### src/rtl/qep_decoder_ctrl.sv
// qep_decoder_ctrl
// Quadrature (4x) decode controller that follows the QEP qualification stages.
// It takes qualified A/B/index levels, keeps a wrapping position count, latches
// the position on each index rising edge, measures clk cycles between valid
// edges and flags illegal (both-bits-changed) transitions with a sticky error.
//
// Ports:
//   clk          system clock, rising edge
//   reset        asynchronous active-high reset
//   enable       decode enable; 0 freezes position/period/index/error logic
//   qep_a/qep_b  qualified quadrature channels
//   qep_i        qualified index
//   max_count    inclusive position wrap limit
//   err_clr      single-cycle clear of qep_err (a coincident error wins)
//   position     current position count
//   direction    1 = forward, 0 = reverse (last valid step)
//   index_pos    position captured at the last index rising edge
//   index_flag   one-cycle pulse on index rising edge
//   edge_period  clk cycles between the last two valid edges (saturating)
//   step         one-cycle pulse per valid count step
//   qep_err      sticky illegal-transition flag
//
// Build option: define QEP_INDEX_RESET_EN to make an index rising edge also
// clear the position (index_pos still captures the pre-clear value).

module qep_decoder_ctrl #(
  parameter int unsigned CNT_W = 32,
  parameter int unsigned PER_W = 24
) (
  input  logic             clk,
  input  logic             reset,
  input  logic             enable,
  input  logic             qep_a,
  input  logic             qep_b,
  input  logic             qep_i,
  input  logic [CNT_W-1:0] max_count,
  input  logic             err_clr,
  output logic [CNT_W-1:0] position,
  output logic             direction,
  output logic [CNT_W-1:0] index_pos,
  output logic             index_flag,
  output logic [PER_W-1:0] edge_period,
  output logic             step,
  output logic             qep_err
);

  typedef enum logic [0:0] {StInit, StRun} state_e;

  state_e           r_state;
  state_e           w_state_next;

  logic [1:0]       r_prev_ab;
  logic             r_prev_i;
  logic [PER_W-1:0] r_per_cnt;
  logic [CNT_W-1:0] r_position;
  logic             r_direction;
  logic [CNT_W-1:0] r_index_pos;
  logic             r_index_flag;
  logic [PER_W-1:0] r_edge_period;
  logic             r_step;
  logic             r_err;

  logic [1:0]       w_cur_ab;
  logic [1:0]       w_delta;
  logic             w_run;
  logic             w_fwd;
  logic             w_rev;
  logic             w_ill;
  logic             w_same;
  logic             w_idx_rise;
  logic [CNT_W-1:0] w_pos_step;
  logic [PER_W-1:0] w_per_inc;

  // Gray code 00,01,11,10 mapped to phase 0..3 so a step is a +/-1 phase delta.
  function automatic logic [1:0] ab_phase(input logic [1:0] ab);
    logic [1:0] ph;
    ph = {ab[1], ab[1] ^ ab[0]};
    return ph;
  endfunction

  assign w_cur_ab = {qep_a, qep_b};

  // State register
  always_ff @(posedge clk or posedge reset) begin
    if (reset) begin
      r_state <= StInit;
    end else begin
      r_state <= w_state_next;
    end
  end

  // Next-state logic: INIT only absorbs the input levels seen after reset.
  always_comb begin
    w_state_next = r_state;
    unique case (r_state)
      StInit:  w_state_next = StRun;
      StRun:   w_state_next = StRun;
      default: w_state_next = StInit;
    endcase
  end

  // Decode and datapath next values
  always_comb begin
    w_run      = (r_state == StRun) && enable;
    w_delta    = ab_phase(w_cur_ab) - ab_phase(r_prev_ab);
    w_same     = w_run && (w_delta == 2'd0);
    w_fwd      = w_run && (w_delta == 2'd1);
    w_ill      = w_run && (w_delta == 2'd2);
    w_rev      = w_run && (w_delta == 2'd3);
    w_idx_rise = w_run && qep_i && !r_prev_i;

    w_per_inc = (r_per_cnt == {PER_W{1'b1}}) ? r_per_cnt : r_per_cnt + 1'b1;

    // Position after this cycle's step (before any index clear).
    w_pos_step = r_position;
    if (w_fwd || w_rev) begin
      if (r_position > max_count) begin
        // max_count was lowered below the current count: resync to zero.
        w_pos_step = '0;
      end else if (w_fwd) begin
        w_pos_step = (r_position == max_count) ? '0 : r_position + 1'b1;
      end else begin
        w_pos_step = (r_position == '0) ? max_count : r_position - 1'b1;
      end
    end
  end

  // Datapath registers
  always_ff @(posedge clk or posedge reset) begin
    if (reset) begin
      r_prev_ab     <= 2'b00;
      r_prev_i      <= 1'b0;
      r_per_cnt     <= '0;
      r_position    <= '0;
      r_direction   <= 1'b0;
      r_index_pos   <= '0;
      r_index_flag  <= 1'b0;
      r_edge_period <= '0;
      r_step        <= 1'b0;
      r_err         <= 1'b0;
    end else begin
      // Track inputs in every state so re-enable never sees a stale edge.
      r_prev_ab    <= w_cur_ab;
      r_prev_i     <= qep_i;
      r_step       <= w_fwd || w_rev;
      r_index_flag <= w_idx_rise;

      if (w_same) begin
        r_per_cnt <= w_per_inc;
      end else if (w_fwd || w_rev) begin
        r_per_cnt     <= '0;
        r_edge_period <= w_per_inc;
        r_direction   <= w_fwd;
      end

`ifdef QEP_INDEX_RESET_EN
      r_position <= w_idx_rise ? '0 : w_pos_step;
`else
      r_position <= w_pos_step;
`endif

      if (w_idx_rise) begin
        r_index_pos <= w_pos_step;
      end

      if (w_ill) begin
        r_err <= 1'b1;
      end else if (err_clr) begin
        r_err <= 1'b0;
      end
    end
  end

  assign position    = r_position;
  assign direction   = r_direction;
  assign index_pos   = r_index_pos;
  assign index_flag  = r_index_flag;
  assign edge_period = r_edge_period;
  assign step        = r_step;
  assign qep_err     = r_err;

endmodule

### config.mk
export PLATFORM = sky130hd
export DESIGN_NAME = qep_decoder_ctrl
export DESIGN_NICKNAME = d
export VERILOG_FILES = /design/src/rtl/qep_decoder_ctrl.sv
export SDC_FILE = /design/constraint.sdc
export NUM_CORES = 1
export LEC_CHECK = 0
export ABC_AREA = 1
export BUFFER_PORTS_ARGS = -buffer_cell sky130_fd_sc_hd__buf_2
export CORE_MARGIN = 2
export CORE_UTILIZATION = 40
export CTS_BUF_LIST = sky130_fd_sc_hd__clkbuf_16
export CTS_CLUSTER_DIAMETER = 80
export DETAILED_ROUTE_END_ITERATION = 10
export GPL_TIMING_DRIVEN = 0
export PLACE_DENSITY = 0.6
export SLEW_MARGIN = 40
export SYNTH_ARGS = -nofsm -noshare
export SYNTH_HDL_FRONTEND = slang
export SYNTH_SLANG_ARGS = --single-unit
### constraint.sdc
create_clock -name clk -period 3.6 [get_ports clk]
set_input_delay 0.54 -clock clk [delete_from_list [all_inputs] [get_ports clk]]
set_output_delay 0.54 -clock clk [all_outputs]
set_load 0.005 [all_outputs]
* Word-level counts from Yosys, hierarchy flattened
Cells that the tools add are included.
** Storage, ports and cells
- Word-level logic and storage cells :: 48
- Input port bits :: 39
- Output and inout port bits :: 92
- Bits in read-only memories :: 0
- Memories :: 0
- RAM bits :: 0
- Latch bits :: 0
- Register bits :: 120
** Cells by class
- Order comparisons :: 1
- Multiply operators :: 0
- Add/sub/neg operators :: 4
- Equality and inequality tests :: 5
- Bitwise gates (word level) :: 3
- Shift operators :: 0
- Reduce and logical (&&, ||, !) cells :: 14
- Divide/modulo/power cells :: 0
- Multiplexer cells :: 10
** Operators with widths (number)
- two-way mux 32 bit :: 5
- two-way mux 24 bit :: 3
- adder 32 x 1 -> 32 bit (second input constant) :: 1
- == test 32 bit :: 1
- greater-than comparator 32 bit :: 1
- logical NOT 32 bit :: 1
- subtractor 32 x 1 -> 32 bit (second input constant) :: 1
- adder 24 x 1 -> 24 bit (second input constant) :: 1
- == test 24 bit (second input constant) :: 1
- logical AND 1 bit :: 7
- == test 2 bit (second input constant) :: 2
- nonzero test 2 bit :: 2
- == test 2 x 1 -> 1 bit (second input constant) :: 1
- logical NOT 2 bit :: 1
- two-way mux 1 bit :: 2
- AND reduction 2 bit :: 1
- subtractor 2 bit :: 1
- bitwise XOR 1 bit :: 2
- logical NOT 1 bit :: 1
- logical OR 1 bit :: 1
- inverter 1 bit :: 1

* Logic depth before layout (Yosys ltp)
Gate-level depths: netlist of the first run.
- Depth after elaboration :: 7
- Depth in mapped cells :: 19
- Depth with buffers taken out :: 18

* Worst setup path before layout of the first run
Ideal clock, no wire load.
- Path kind :: input port to flip-flop
- Start point :: input max_count[31]
- End point :: register r_index_pos[28], in the netlist index_pos[28]
- Path buffers :: 2
- Library setup time :: 0.066 ns
- Cell stages on the path :: 14
- Data required time :: 3.534 ns
- Setup slack :: 1.534 ns
- Arrival :: 2.001 ns
- Cells stage by stage :: inv_1 -> ha_1 -> nand2_1 -> nor2_1 -> nand2_1 -> nor2_1 -> nand2_1 -> buf_2 -> nand2_1 -> buf_4 -> nand3_1 -> nand2_1 -> nand2_1 -> nand2_1
** On the way
- Longest elaborated chain between the ends :: 5
- Elaborated cells between the ends (all ways) :: 6
- Classes of those cells :: order compare: 1; eq/ne: 1; mux: 4
** Ends and longest elaborated chain
- start: declaration :: RTL line 36 : input logic [CNT_W-1:0] max_count,
- branches (longest 3 deep; another with greater-than comparator 32 bit)
- two-way mux 32 bit * :: RTL line 117 : if (r_position > max_count) begin
- two-way mux 32 bit * :: RTL line 116 : if (w_fwd || w_rev) begin
- net w_pos_step[28] :: RTL line 71 : logic [CNT_W-1:0] w_pos_step;
- end signal: assignment :: RTL line 163 : r_index_pos <= w_pos_step;
- end: declaration :: RTL line 57 : logic [CNT_W-1:0] r_index_pos;
Mark *: on every way through the listed nets, which the timed path passes.
A chain may end at the register's enable or synchronous reset.

* Final worst setup path of the first run
- Start point :: register r_position[0], in the netlist position[0]
- End point :: register r_index_pos[13], in the netlist index_pos[13]
** On the way
- Longest elaborated chain between the ends :: 5
- Elaborated cells between the ends (all ways) :: 10
- Classes of those cells :: add/sub: 2; order compare: 1; eq/ne: 1; mux: 5; reduce/logical: 1
** Ends and longest elaborated chain
- start: declaration :: RTL line 55 : logic [CNT_W-1:0] r_position;
- start signal: assignment :: RTL line 159 : r_position <= w_pos_step;
- subtractor 32 x 1 -> 32 bit, or another cell as far along :: RTL line 123 : w_pos_step = (r_position == '0) ? max_count : r_position - 1'b1;
- two-way mux 32 bit, on equally long branches :: RTL line 123, 121
- two-way mux 32 bit :: RTL line 120 : end else if (w_fwd) begin
- two-way mux 32 bit * :: RTL line 117
- two-way mux 32 bit * :: RTL line 116
- net w_pos_step[13] :: RTL line 71
The timed path passes the listed nets; every way through them passes the cells marked *.

==> metrics.md, run 1 <==
| Metric | Value |
|---|---|
| CTS tree | built |
| Relative slew slack | 46.2% |
| Number of enable-type register cells in the synthesized netlist | 0 |
| Cell row count | 54 |
| Sink Count | 120 |
| Final Hold Viols | 0 |
| Initial antenna violation count | 2 |
| Layout area overhead | 19.4% |
| Top-level I/O count | 131 |
| Pint | 0.00422 W |
| Most used cell, CP | nand2_1 |
| DRT iter0 DRCs | 619 |
| First-pass GRT wire length | 49600 um |
| Critical path's slowest cell | dfrtp_1 |
| Unrepaired setup endpoints after global routing | no |
| CTS Buf Count | 17 |
| Placement Cell Area | 10100 um2 |
| Vias in the first global route | 8934 |
| DR pass1 iterations | 5 |
| Grt ovf | 0 |
| Pin count of the biggest net entering global routing | 25 |
| DRT Wirelength | 31600 um |
| Final cycle utilization of the critical path | 79.5% |
| Finished Cell Area | 10700 um2 |
| Sw Share | 45.7% |
| Hold_buf cts | 0 |
| All-Layer GR Usage | 27.1% |
| Syn Inst Count | 1362 |
| Seq pwr share | 26.4% |
| Skew final | 7.36 ps |
| Leakage | 5.86 nW |
| Critical path data arrival time | 3170 ps |
| Htree depth | 4 |
| Detailed placement HPWL | 25000 um |
| # DRC | 0 |
| CP endpoint kind | flip-flop |
| Required @ worst endpoint | 3910 ps |
| Max incr delay on CP | 420 ps |
| Post-CTS Setup Repair Bufs | 0 |
| Mean post-synth cell area | 6.59 um2 |
| Clk root buf | clkbuf_16 |
| Syn Std Cell Area | 8980 um2 |
| Clock Power Share | 23.2% |
| WL/cell | 17.5 um |
| Clk slew on worst S/H paths | 60 ps |
| Core footprint | 22000 um2 |
| CP Max Fanout | 10 |
| Max-Cap Viols | 0 |
| Main flop type after synthesis | dfrtp_1 |
| Peak VDD IR | 360 uV |
| Worst-margin pin slew | 800 ps |
| Initial Utilization | 40.9% |
| Synth async-reset ratio | 100% |
| Resize count post-CTS | 0 |
| Clk Latency, worst-skew pair | 420 ps |
| Height of the chip | 154 um |
| Comb pwr share | 50.4% |
| Post-synthesis net count | 1438 |
| I/O Buffers | 130 |
| CTS Buffer Depth | 2 |
| Worst min path class | in2async |
| Synth Register Bits | 120 |
| Setup tns final | 0 ps |
| Yosys cell types | 42 |
| Final setup viols | 0 |
| Die area | 23700 um2 |
| Slew Limit Fails | 0 |
| Routed Antenna Nets | 0 |
| Net Sw Power | 0.00356 W |
| Via count | 9237 |
| Gpl congestion | 0.993 |
| Tmin final | 2860 ps |
| Die width | 154 um |
| Layout Nets | 1592 |
| Fmax | 349 MHz |
| Share of cells above drive strength 1 | 17.6% |
| Status | finished, final reports clean |
| Crit-path cells | inv_1 > ha_1 > nand2_1 > nor2_1 > nand2_1 > nor2_1 > nand2_1 > nand2_1 > clkbuf_1 > o21ai_0 > nand3_1 > nand2_1 > nand2_1 > nand2_1 |
| CP startpoint kind | flip-flop |
| Sequential area share after synthesis | 33.5% |
| PwrDens | 726 nW/um2 |
| Crit Path Class | reg2reg |
| Synth Warn # | 0 |
| Via density | 5.10 |
per-layer routing:
| layer | vias up | track usage, % | wire length (um) |
|---|---|---|---|
| met5 | - | 0 | 13 |
| met4 | 2 | 7.79 | 729 |
| met3 | 37 | 5.67 | 2030 |
| met2 | 279 | 43.8 | 14500 |
| met1 | 4319 | 36.9 | 14400 |
| li1 | 4600 | - | - |
flip-flops by register name, summed over array words and instances (netlist names):
register	count
r_prev_i	1
r_state	1
r_per_cnt	24
r_prev_ab	2
edge_period	24
index_flag	1
index_pos	32
position	32
qep_err	1
direction	1
step	1
kinds of logic after synthesis:
logic type,Yosys count,share of synthesized area [%]
and+or+nand+nor,834,39.7
buffers and inverters,204,9.87
AOI/OAI and AO/OA,124,7.68
DFF,120,33.5
xor gates and xnor gates,42,4.10
adders and majority gates,37,5.16
other,1,0.0418
worst max-delay path, delay by kind of cell, from the launching register on:
kind	cells	cell delay (ps)
buffers and inverters	2	530
adders and majority gates	1	300
AOI/OAI and AO/OA	1	210
and+or+nand+nor	10	1300
DFF	1	420
power groups by stage:
stage	registers (W)	clock network, W	logic [W]
2_1_floorplan	0.00203	0	0.00257
3_3_place_gp	0.00207	0	0.00383
3_5_place_dp	0.00207	0	0.00387
4_1_cts	0.00205	0.00183	0.00390
5_1_grt	0.00210	0.00189	0.00439
6_report	0.00205	0.00181	0.00392
path summary, 6_finish.rpt:
check	startpoint	endpoint	slack, ps	depth (start not counted)
worst min-delay path	reset	index_pos[1]$_DFFE_PP0P_	160	2
worst max register to register	position[0]$_DFF_PP0_	index_pos[13]$_DFFE_PP0P_	740	14
min in group clk	qep_i	r_prev_i$_DFF_PP0_	240	1
worst min register to register	index_pos[5]$_DFFE_PP0P_	index_pos[5]$_DFFE_PP0P_	470	2
worst max-delay path	position[0]$_DFF_PP0_	index_pos[13]$_DFFE_PP0P_	740	14
max in group asynchronous	reset	index_pos[22]$_DFFE_PP0P_	2560	5
synthesized netlist by cell type (all sizes together) (5+ instances only):
cell    count  area (um2)
o211ai     10        75.1
ha         37         463
nor4        5        52.6
nand2     503        1930
a31oi      13        81.3
o22ai       5        31.3
nand3     103         521
dfrtp     120        3000
buf        47         294
xnor2       6        52.6
nor2      188         843
clkbuf     12        45.0
a21oi      30         150
nand4      15        93.8
xor2       36         315
nor3       14        81.3
inv       145         547
o21ai      59         295
final cells by class:
cell class	count	area [um2]
multi-input cells	1038	5090
flip-flops and latches	120	3000
repair buffers	135	766
fillers	2311	11200
clock inverters	15	186
inverters	145	551
plain buffers	59	339
clock buffers	17	425
diodes	1	2.50
well taps	280	350
stage by stage:
stage	utilization, %	setup WS (ps)	cells	total power [W]	hold WS, ps
detailed placement	46.0	693	1777	0.00594	461
floorplan	-	1530	1362	0.00460	472
global route	48.8	599	1810	0.00839	193
global placement	45.5	671	1772	0.00590	459
finish	48.8	737	1810	0.00778	165
CTS	48.8	847	1809	0.00778	167
cells in the final DEF, fill, tap and decap left out, types with 4 or more instances in the layout:
master / instances
nand2_1: 494
buf_2: 161
nor2_1: 157
inv_1: 136
dfrtp_1: 120
nand3_1: 102
o21ai_0: 37
ha_1: 37
xor2_1: 36
a21oi_1: 30
o21ai_1: 22
nor2_2: 19
clkbuf_16: 17
nand4_1: 15
a31oi_1: 13
nor2_4: 12
nor3_1: 12
clkbuf_1: 12
o211ai_1: 10
inv_2: 9
buf_4: 9
xnor2_1: 6
buf_6: 6
nand2_2: 6
o22ai_1: 5
bufinv_16: 4
(Power assumes the default switching activity.)
==> run 2, diff against run 1 <==
clock period = 2.4 ns   (was 3.6 ns; I/O delays follow)
==> run 2 against run 1 <==
  * Register-to-register slack got worse by 600 ps
  * Total power increased by 54%
  * Sequential power increased by 49%
  * Hold slack got worse by 100 ps
  * Clock power increased by 50%
  * Combinational power increased by 59%
  * Count of clock-buffer cells in the layout unchanged
  * Die area unchanged
  * Wire length increased by 1.4%
  * Sequential share of layout area decreased by 0.74 points
  * Final cell count increased by 1.2%
  * Via count increased by 1.7%
  * Largest cell class unchanged
==> metrics.md, run 2 (synthesis results as in run 1) <==
| Metric | Value |
|---|---|
| Status | finished, final reports clean |
| Die width | 154 um |
| Final setup viols | 0 |
| Required @ worst endpoint | 2710 ps |
| CTS tree | built |
| Area of the multi-input gates | 5180 um2 |
| DR pass1 iterations | 6 |
| FF/Latch Area | 3020 um2 |
| Skew final | 6.76 ps |
| Leakage | 5.99 nW |
| CP Max Fanout | 10 |
| Height of the chip | 154 um |
| Vias in the first global route | 9009 |
| Layout area overhead | 23.1% |
| Detailed placement HPWL | 25000 um |
| All-Layer GR Usage | 27.4% |
| Placement Cell Area | 10100 um2 |
| CP startpoint kind | flip-flop |
| CP startpoint | position[10]$_DFF_PP0_ |
| # DRC | 0 |
| Htree depth | 4 |
| Fmax | 441 MHz |
| Worst-margin pin slew | 705 ps |
| Cell row count | 54 |
| Core footprint | 22000 um2 |
| Share of cells above drive strength 1 | 20.9% |
| Final Hold Viols | 0 |
| Worst min path class | in2reg |
| R2R depth | 13 |
| Gpl congestion | 0.993 |
| CTS Buffer Depth | 2 |
| Most frequent cells in the layout | 484 x nand2_1, 159 x buf_2, 150 x nor2_1, 135 x inv_1, 110 x dfrtp_1 |
| Max-Cap Viols | 0 |
| First-pass GRT wire length | 50100 um |
| Via count | 9395 |
| RR Endpoint | index_pos[2]$_DFFE_PP0P_ |
| Initial Utilization | 40.9% |
| Initial antenna violation count | 2 |
| Via density | 5.13 |
| Peak VDD IR | 559 uV |
| Final WS setup | 134 ps |
| Setup tns final | 0 ps |
| Pin count of the biggest net entering global routing | 25 |
| Crit-path cells | ha_1 > nand2_1 > nor2_1 > nand2_2 > nor2_4 > nand2_2 > nand2_2 > clkbuf_4 > o21ai_0 > nand3_1 > nand2_1 > nand2_1 > nand2_1 |
| Grt ovf | 0 |
| Clk root buf | clkbuf_16 |
| Critical path's slowest cell | dfrtp_2 |
| Critical path data arrival time | 2580 ps |
| Finished Cell Area | 11100 um2 |
| Relative slew slack | 52.8% |
| PwrDens | 1090 nW/um2 |
| Clk slew on worst S/H paths | 60 ps |
| Fillers | 2295 |
| Tmin final | 2270 ps |
| Routed Antenna Nets | 0 |
| Max incr delay on CP | 490 ps |
| Crit Path Class | reg2reg |
| Most used cell, CP | nand2_1 |
| CP endpoint kind | flip-flop |
| WL/cell | 17.5 um |
| Slew Limit Fails | 0 |
| I/O Buffers | 130 |
| DRT Wirelength | 32100 um |
| Origin of the critical flop-to-flop path | position[10]$_DFF_PP0_ |
| Clk Latency, worst-skew pair | 420 ps |
| Sink Count | 120 |
| Top-level I/O count | 131 |
| Final cycle utilization of the critical path | 94.4% |
| Unrepaired setup endpoints after global routing | yes |
| Total power | 0.0120 W |
| Worst reg-to-reg setup slack | 130 ps |
| DRT iter0 DRCs | 749 |
| Commonest non-fill, non-tap cell in the layout | nand2_1 |
| Layout Nets | 1614 |
| Die area | 23700 um2 |
| CTS Buf Count | 17 |
| Finished Layout Cells | 1832 |
| Post-place setup slack | -327 ps |
| Cell total after placement | 1777 |
| Endpoint of the worst setup timing path | index_pos[2]$_DFFE_PP0P_ |
==> run 2: cell types whose count changed in the layout (fill, tap and decap cells not counted), sizes merged <==
cell         before  now
buf             182  203
dlygate4sd3       0    1
==> run 2: cell type report <==
type	instances	share of cell area [%]
Timing Repair Buffer	157	8.67
Tap cell	280	3.17
Clock inverter	15	1.69
Sequential cell	120	27.3
Multi-Input combinational cell	1038	46.9
Clock buffer	17	3.85
Antenna cell	1	0.0226
Buffer	59	3.44
Inverter	145	5.03
==> run 2: how the worst min path moves through the flow <==
| stage | from | end | slack, ps | cells past startpoint |
|---|---|---|---|---|
| 2_1_floorplan | qep_b | r_prev_ab[0]$_DFF_PP0_ | 390 | 0 |
| 5_1_grt | qep_i | r_prev_i$_DFF_PP0_ | 60 | 1 |
| 3_5_place_dp | reset | index_pos[5]$_DFFE_PP0P_ | 440 | 2 |
| 4_1_cts | qep_i | r_prev_i$_DFF_PP0_ | 50 | 1 |
| 3_3_place_gp | index_pos[5]$_DFFE_PP0P_ | index_pos[5]$_DFFE_PP0P_ | 460 | 2 |
| 6_report | qep_i | r_prev_i$_DFF_PP0_ | 60 | 1 |
==> run 2: routing by layer <==
metal,routed length [um],global-route usage [%],part of all wire [%],up-vias
li1,-,-,-,4662
met2,14700,44.2,46,301
met1,14500,37.4,45,4389
met4,731,7.97,2.3,2
met3,2110,5.64,6.6,41
met5,13,0,0.041,-
==> run 2: per-stage QoR <==
step,util (%),hold slack [ps]
6_report,50.3,62.0
2_1_floorplan,-,391
3_5_place_dp,46.0,439
3_3_place_gp,45.5,459
5_1_grt,50.3,56.6
4_1_cts,49.2,50.7
==> run 2: critical path: cells and delay by family (launching register included) <==
kind	cells	cell delay [ps]
AND/OR/NAND/NOR	10	1050
adder cells (fa/ha/maj)	1	300
flip-flops	1	490
AO/OA/AOI/OAI	1	90
buffers and inverters	1	220
==> run 2: report_power, final <==
group	total, W	switching [W]	leakage, nW	internal (W)
combinational	0.00624	0.00399	4.11	0.00225
sequential	0.00306	0.000473	1.58	0.00259
clock	0.00271	0.000985	0.300	0.00172
==> run 2: what timing repair did <==
item | CTS | global route
gates resized for setup | 19 | 40
hold buffers | 1 | 0
gates cloned | 0 | 0
hold endpoints to repair | 18 | 0
pin swaps | 2 | 7
setup endpoints to repair | 66 | 52
setup buffers | 6 | 15
